$ cat src/rtl/pid_pkg.sv
// Shared constants and the Q8.8 data type for the PID controller.
package pid_pkg;

   localparam int DATA_W    = 16;
   localparam int FRAC_BITS = 8;
   localparam int ACC_W     = 20;
   localparam int INT_LIMIT = 32767;

   // Signed Q8.8 value: 8 integer bits (incl. sign), 8 fractional bits.
   typedef logic signed [DATA_W-1:0] q8_8_t;

endpackage

$ cat src/rtl/pid_sat.sv
// Generic signed saturator: clamps a wide signed input into [MIN_V, MAX_V]
// and returns it at a narrower width. The limits must be representable in OUT_W.
module pid_sat #(
   parameter int     IN_W  = 40,
   parameter int     OUT_W = 16,
   parameter longint MAX_V = 64'sd32767,
   parameter longint MIN_V = -64'sd32768
) (
   input  logic signed [IN_W-1:0]  din,
   output logic signed [OUT_W-1:0] dout
);

   localparam logic signed [IN_W-1:0] HI_C = IN_W'(MAX_V);
   localparam logic signed [IN_W-1:0] LO_C = IN_W'(MIN_V);

   // Compare against both limits at full width, then narrow the result.
   always_comb begin
      if (din > HI_C) begin
         dout = HI_C[OUT_W-1:0];
      end else if (din < LO_C) begin
         dout = LO_C[OUT_W-1:0];
      end else begin
         dout = din[OUT_W-1:0];
      end
   end

endmodule

$ cat src/rtl/pid_controller.sv
// Two-stage fixed-point PID controller.
// Stage 1 registers the error, the previous error and the clamped integral.
// Stage 2 forms P, I and D from those registers and saturates the sum.
module pid_controller
   import pid_pkg::q8_8_t;
   import pid_pkg::ACC_W;
#(
   parameter int FRAC_BITS = pid_pkg::FRAC_BITS,
   parameter int INT_LIMIT = pid_pkg::INT_LIMIT
) (
   input  logic  clk,
   input  logic  rst_n,
   input  logic  enable,
   input  q8_8_t setpoint,
   input  q8_8_t feedback,
   input  q8_8_t kp,
   input  q8_8_t ki,
   input  q8_8_t kd,
   output q8_8_t pid_out
);

   localparam int ERR_W  = 17;
   localparam int PROD_W = 40;

   // Stage 1 state
   logic signed [ERR_W-1:0] error_q, error_d;
   logic signed [ERR_W-1:0] prev_error_q, prev_error_d;
   logic signed [ACC_W-1:0] integral_acc, integral_d;
   // Stage 2 state
   q8_8_t                   pid_out_q, pid_out_d;

   // Combinational datapath
   logic signed [ERR_W-1:0]  err_s;
   logic signed [ACC_W:0]    int_sum_s;
   logic signed [ACC_W-1:0]  int_clamp_s;
   logic signed [ERR_W:0]    err_diff_s;
   logic signed [PROD_W-1:0] p_term_s, i_term_s, d_term_s, sum_s;
   q8_8_t                    out_sat_s;

   // A 17-bit difference of two 16-bit values cannot overflow.
   assign err_s      = ERR_W'(setpoint) - ERR_W'(feedback);
   // One extra bit so the accumulator update never wraps before clamping.
   assign int_sum_s  = (ACC_W+1)'(integral_acc) + (ACC_W+1)'(err_s);
   assign err_diff_s = (ERR_W+1)'(error_q) - (ERR_W+1)'(prev_error_q);

   // Operands are sign-extended to 40 bits, so products and their sum are exact.
   assign p_term_s = (PROD_W'(kp) * PROD_W'(error_q))      >>> FRAC_BITS;
   assign i_term_s = (PROD_W'(ki) * PROD_W'(integral_acc)) >>> FRAC_BITS;
   assign d_term_s = (PROD_W'(kd) * PROD_W'(err_diff_s))   >>> FRAC_BITS;
   assign sum_s    = p_term_s + i_term_s + d_term_s;

   // Anti-windup clamp of the integral accumulator.
   pid_sat #(
      .IN_W  (ACC_W + 1),
      .OUT_W (ACC_W),
      .MAX_V (longint'(INT_LIMIT)),
      .MIN_V (-longint'(INT_LIMIT))
   ) u_int_sat (
      .din  (int_sum_s),
      .dout (int_clamp_s)
   );

   // Output saturation to the Q8.8 range.
   pid_sat #(
      .IN_W  (PROD_W),
      .OUT_W (16),
      .MAX_V (64'sd32767),
      .MIN_V (-64'sd32768)
   ) u_out_sat (
      .din  (sum_s),
      .dout (out_sat_s)
   );

   // Next-state selection: run the loop when enabled, otherwise clear everything.
   always_comb begin
      error_d      = '0;
      prev_error_d = '0;
      integral_d   = '0;
      pid_out_d    = '0;
      if (enable) begin
         error_d      = err_s;
         prev_error_d = error_q;
         integral_d   = int_clamp_s;
         pid_out_d    = out_sat_s;
      end else begin
         error_d      = '0;
         prev_error_d = '0;
         integral_d   = '0;
         pid_out_d    = '0;
      end
   end

   // Stage 1 registers: error history and integral accumulator.
   always_ff @(posedge clk or negedge rst_n) begin
      if (!rst_n) begin
         error_q      <= '0;
         prev_error_q <= '0;
         integral_acc <= '0;
      end else begin
         error_q      <= error_d;
         prev_error_q <= prev_error_d;
         integral_acc <= integral_d;
      end
   end

   // Stage 2 register: saturated control output.
   always_ff @(posedge clk or negedge rst_n) begin
      if (!rst_n) begin
         pid_out_q <= '0;
      end else begin
         pid_out_q <= pid_out_d;
      end
   end

   assign pid_out = pid_out_q;

endmodule

$ cat config.mk
export PLATFORM = sky130hd
export DESIGN_NAME = pid_controller
export DESIGN_NICKNAME = d
export VERILOG_FILES = /design/src/rtl/pid_pkg.sv /design/src/rtl/pid_sat.sv /design/src/rtl/pid_controller.sv
export SDC_FILE = /design/constraint.sdc
export NUM_CORES = 2
export LEC_CHECK = 0
export ABC_AREA = 1
export BUFFER_PORTS_ARGS = -buffer_cell sky130_fd_sc_hd__buf_4
export CAP_MARGIN = 20
export CORE_ASPECT_RATIO = 0.75
export CORE_MARGIN = 4
export CORE_UTILIZATION = 40
export DETAILED_ROUTE_END_ITERATION = 8
export HOLD_SLACK_MARGIN = 0.15
export SLEW_MARGIN = 20
export SYNTH_ARGS = -nofsm -noshare
export SYNTH_HDL_FRONTEND = slang
export SYNTH_SLANG_ARGS = --single-unit
$ cat constraint.sdc
create_clock -name clk -period 26.1 [get_ports clk]
set_input_delay 1.305 -clock clk [delete_from_list [all_inputs] [get_ports clk]]
set_output_delay 1.305 -clock clk [all_outputs]
set_load 0.02 [all_outputs]
==> impl_summary.md <==
Global route
The remaining global-route overflow is 0. The pin count of the biggest net entering global routing is 50. The initial antenna violation count was 1. The number of global-route vias before repair is 34.4k. The total routing usage reported by global routing is 22.4%. The wire length of the first global-routing pass is 194 mm.

Critical path
The most repeated library cell on the critical path is nand2_1. Data on the critical path arrives at its endpoint at roughly 12 ns. Following the worst setup path forward leads to its endpoint at pid_out[0]$_DFF_PN0_.

The worst-case reg-to-reg path depth is 49. The kind of start point of the critical path is a register. By startpoint and endpoint, the worst setup path is classified as reg -> reg. The worst setup path is captured at a register. The start point of the critical path is error_q[2]$_DFF_PN0_. The reg2reg setup slack is 14.62 ns. At the worst endpoint, the required time is 26.38 ns. The startpoint identified for the worst register-to-register timing path is error_q[2]$_DFF_PN0_.

In this run the worst path has a maximum fanout of 18. For this design, the slowest cell found on the critical path is dfrtp_1. The largest single stage delay on the critical path is 0.76 ns. The critical register-to-register path endpoint is pid_out[0]$_DFF_PN0_.

Clock network
The clock tree from TritonCTS is yes. The clock-pin slew on the worst setup and hold paths is 0.06 ns. Hold repair after CTS inserted 0 buffers. Clock tree synthesis selected as its root buffer the cell clkbuf_16. The clock sink total is 70. The number of levels in the clock H-tree is 3. The worst-skew pair later-pin latency is 0.37 ns. The number of post-CTS setup repair buffers is 0. Clock tree synthesis inserted a total of 9 buffers. In this run, post-CTS repair resized a total of 0 instances. The number of buffers on the longest clock path is 2.

Cells and area
The total inserted antenna cells is 0. Of the cells placed in the final design, the portion with a size suffix greater than 1 is around 4.2%. In the layout the commonest cells are inv_1 (1536), nand2_1 (1292), fa_1 (907).

Compared with the post-synthesis result, the final layout area differs by 5.80%. Leaving out fill and tap cells, the most frequent cell in the layout is inv_1. For this run, the post-layout net count is between 6k and 7k.

Timing
Setup repair after global routing left no endpoint under its margin. After layout, the minimum clock period comes to 11.48 ns. The aggregate negative setup slack is 0 ns. The post-route clock skew is 0.0118 ns. The worst relative slew slack is 37.1%. The number of max-slew violations in the final report is 0.

The final critical path takes up a little over two fifths of the cycle. Timing would allow up to 87.1 MHz. Setup violations remaining at the end of the flow were counted as 0. For the pin with the worst max-slew slack, the measured transition is 0.944 ns. The number of failing hold endpoints at the final stage was 0.

Synthesis
Yosys printed 0 warnings. The portion of the post-synthesis area used by sequential elements is under 10%. The synthesized netlist devotes 53.8% of its cell area to adder and majority cells. The unique cell type count in the Yosys netlist is 55. The post-synthesis simple-gate area fraction is 18.2%. Synthesis produced a netlist with a net count of ~6.7k.

The number of enable flip-flop cells after synthesis is 0. The cell area after synthesis is slightly above 40000 um2. The synthesized area per cell is approximately 7.7 um2.

The total of flip-flops plus latches after synthesis is 70. The synthesized netlist devotes 4.93% of its cell area to compound gates. Among all flip-flop cells after synthesis, the most frequent one is dfrtp_1. The number of cells produced by synthesis is 5410.

The fraction of registers with async set/reset is between 90% and 100%. By area, the combinational part of the netlist is dominated by adder cells. The xor and xnor fraction of the mapped netlist area is 3.23%. The proportion of synthesized area in mux cells is 0%.

Floorplan
The die is 287 um tall. The number of rows in the core area is roughly 100. The top-level I/O count is 99. The floorplan step defined a core boundary enclosing 102000 um2.

The chip width is 380 um. The total die area is 109000 um2. The initial utilization of the core area, before any placement, comes to 40.6%.

Placed design
The number of I/O port buffers is 98. Routability-driven placement finished with a final weighted congestion of 0.929. After legalization and detailed placement, the total HPWL measured 101 mm.

Detailed routing
The detailed-routed wire length on met2 is 50.3 mm. The wire length after detailed routing is 118 mm. The initial DRC count is 2363.

The first-pass iteration count of the detailed router is 6. The residual antenna-violating net count after detailed routing is 0. In the detailed route, the total length drawn on met3 is 8.46 mm. The highest layer used for signal routing is met4.

In the final routing, the length of wire on met1 measures a little under 60 mm. After detailed routing, the number of remaining DRC violations is 0. The total number of vias is between 30k and 40k. The detailed-route vias per instance is 4.89. After detailed routing, the average wire length per cell comes to 17.4 um.

Outcome
The run finished with clean final reports.

Hold path
The class of the tightest hold or removal check is reg -> reg.

Flow run
The number of max-cap violations is 0.
-- state kept, by name, indices dropped and copies added, names as in the netlist --
name,flops
error_q,17
integral_acc,20
pid_out,16
prev_error_q,17
-- routing by layer --
metal	global-route usage, %	up-vias
met3	3.60	68
met2	34.2	999
met4	2.69	0
met5	0	-
li1	-	15559
met1	34.4	16365
-- metrics by stage --
stage | utilization (%) | cells | area (um2) | hold slack [ns] | worst slack (ns)
5_1_grt | 43.0 | 6742 | 43800 | 0.762 | 13.62
4_1_cts | 43.0 | 6742 | 43800 | 0.717 | 14.62
6_report | 43.0 | 6742 | 43800 | 0.726 | 14.62
3_5_place_dp | 42.7 | 6727 | 43500 | 0.716 | 14.68
2_1_floorplan | - | 5410 | 41400 | 0.616 | 16.70
3_3_place_gp | 42.7 | 6727 | 43500 | 0.702 | 14.70
-- kinds of logic (layout without fill, tap and decap cells) --
| logic type | count (synthesis) | after routing |
|---|---|---|
| xor gates and xnor gates | 151 | 151 |
| and+or+nand+nor | 1876 | 1876 |
| DFF | 70 | 70 |
| AOI/OAI and AO/OA | 363 | 363 |
| adders and majority gates | 1239 | 1239 |
| buffers and inverters | 1711 | 1704 |
-- worst min path at each step --
stage,start,to,slack (ns),depth (start not counted)
after global routing,error_q[1]$_DFF_PN0_,prev_error_q[1]$_DFF_PN0_,0.76,3
after CTS,error_q[1]$_DFF_PN0_,prev_error_q[1]$_DFF_PN0_,0.72,3
after floorplan,error_q[0]$_DFF_PN0_,prev_error_q[0]$_DFF_PN0_,0.62,3
after global placement,error_q[1]$_DFF_PN0_,prev_error_q[1]$_DFF_PN0_,0.70,3
final,error_q[1]$_DFF_PN0_,prev_error_q[1]$_DFF_PN0_,0.73,3
after detailed placement,error_q[1]$_DFF_PN0_,prev_error_q[1]$_DFF_PN0_,0.72,3
-- critical path: cells and delay by family, from the launching register on --
| kind | cells | cell delay, ns |
|---|---|---|
| adder cells (fa/ha/maj) | 10 | 4.73 |
| AND/OR/NAND/NOR | 22 | 2.99 |
| AO/OA/AOI/OAI | 10 | 1.94 |
| flip-flops | 1 | 0.76 |
| buffers and inverters | 6 | 0.56 |
| XOR/XNOR | 1 | 0.38 |
-- layout make-up --
cell class	instances	area [um2]
repair buffers	137	1030
flip-flops and latches	70	1750
multi-input cells	3629	33200
inverters	1552	5830
clock inverters	5	82.6
clock buffers	10	239
well taps	1339	1680
fillers	10402	58100
-- cell usage after synthesis (31+ instances only) --
master | instances | area share [%]
or2_2 | 37 | 0.56
inv_1 | 1536 | 14
nor2_1 | 324 | 2.9
clkbuf_1 | 146 | 1.3
fa_1 | 907 | 44
ha_1 | 332 | 10
nand2_1 | 1292 | 12
a21oi_1 | 201 | 2.4
o21ai_0 | 79 | 0.95
nor3_1 | 31 | 0.37
nand4_1 | 36 | 0.54
nand3_1 | 114 | 1.4
xnor2_1 | 61 | 1.3
xor2_1 | 88 | 1.9
dfrtp_1 | 70 | 4.2
Power is left out: the tool's default activity adds up to more than one toggle a clock period on the data nets, which glitch-free logic cannot reach.
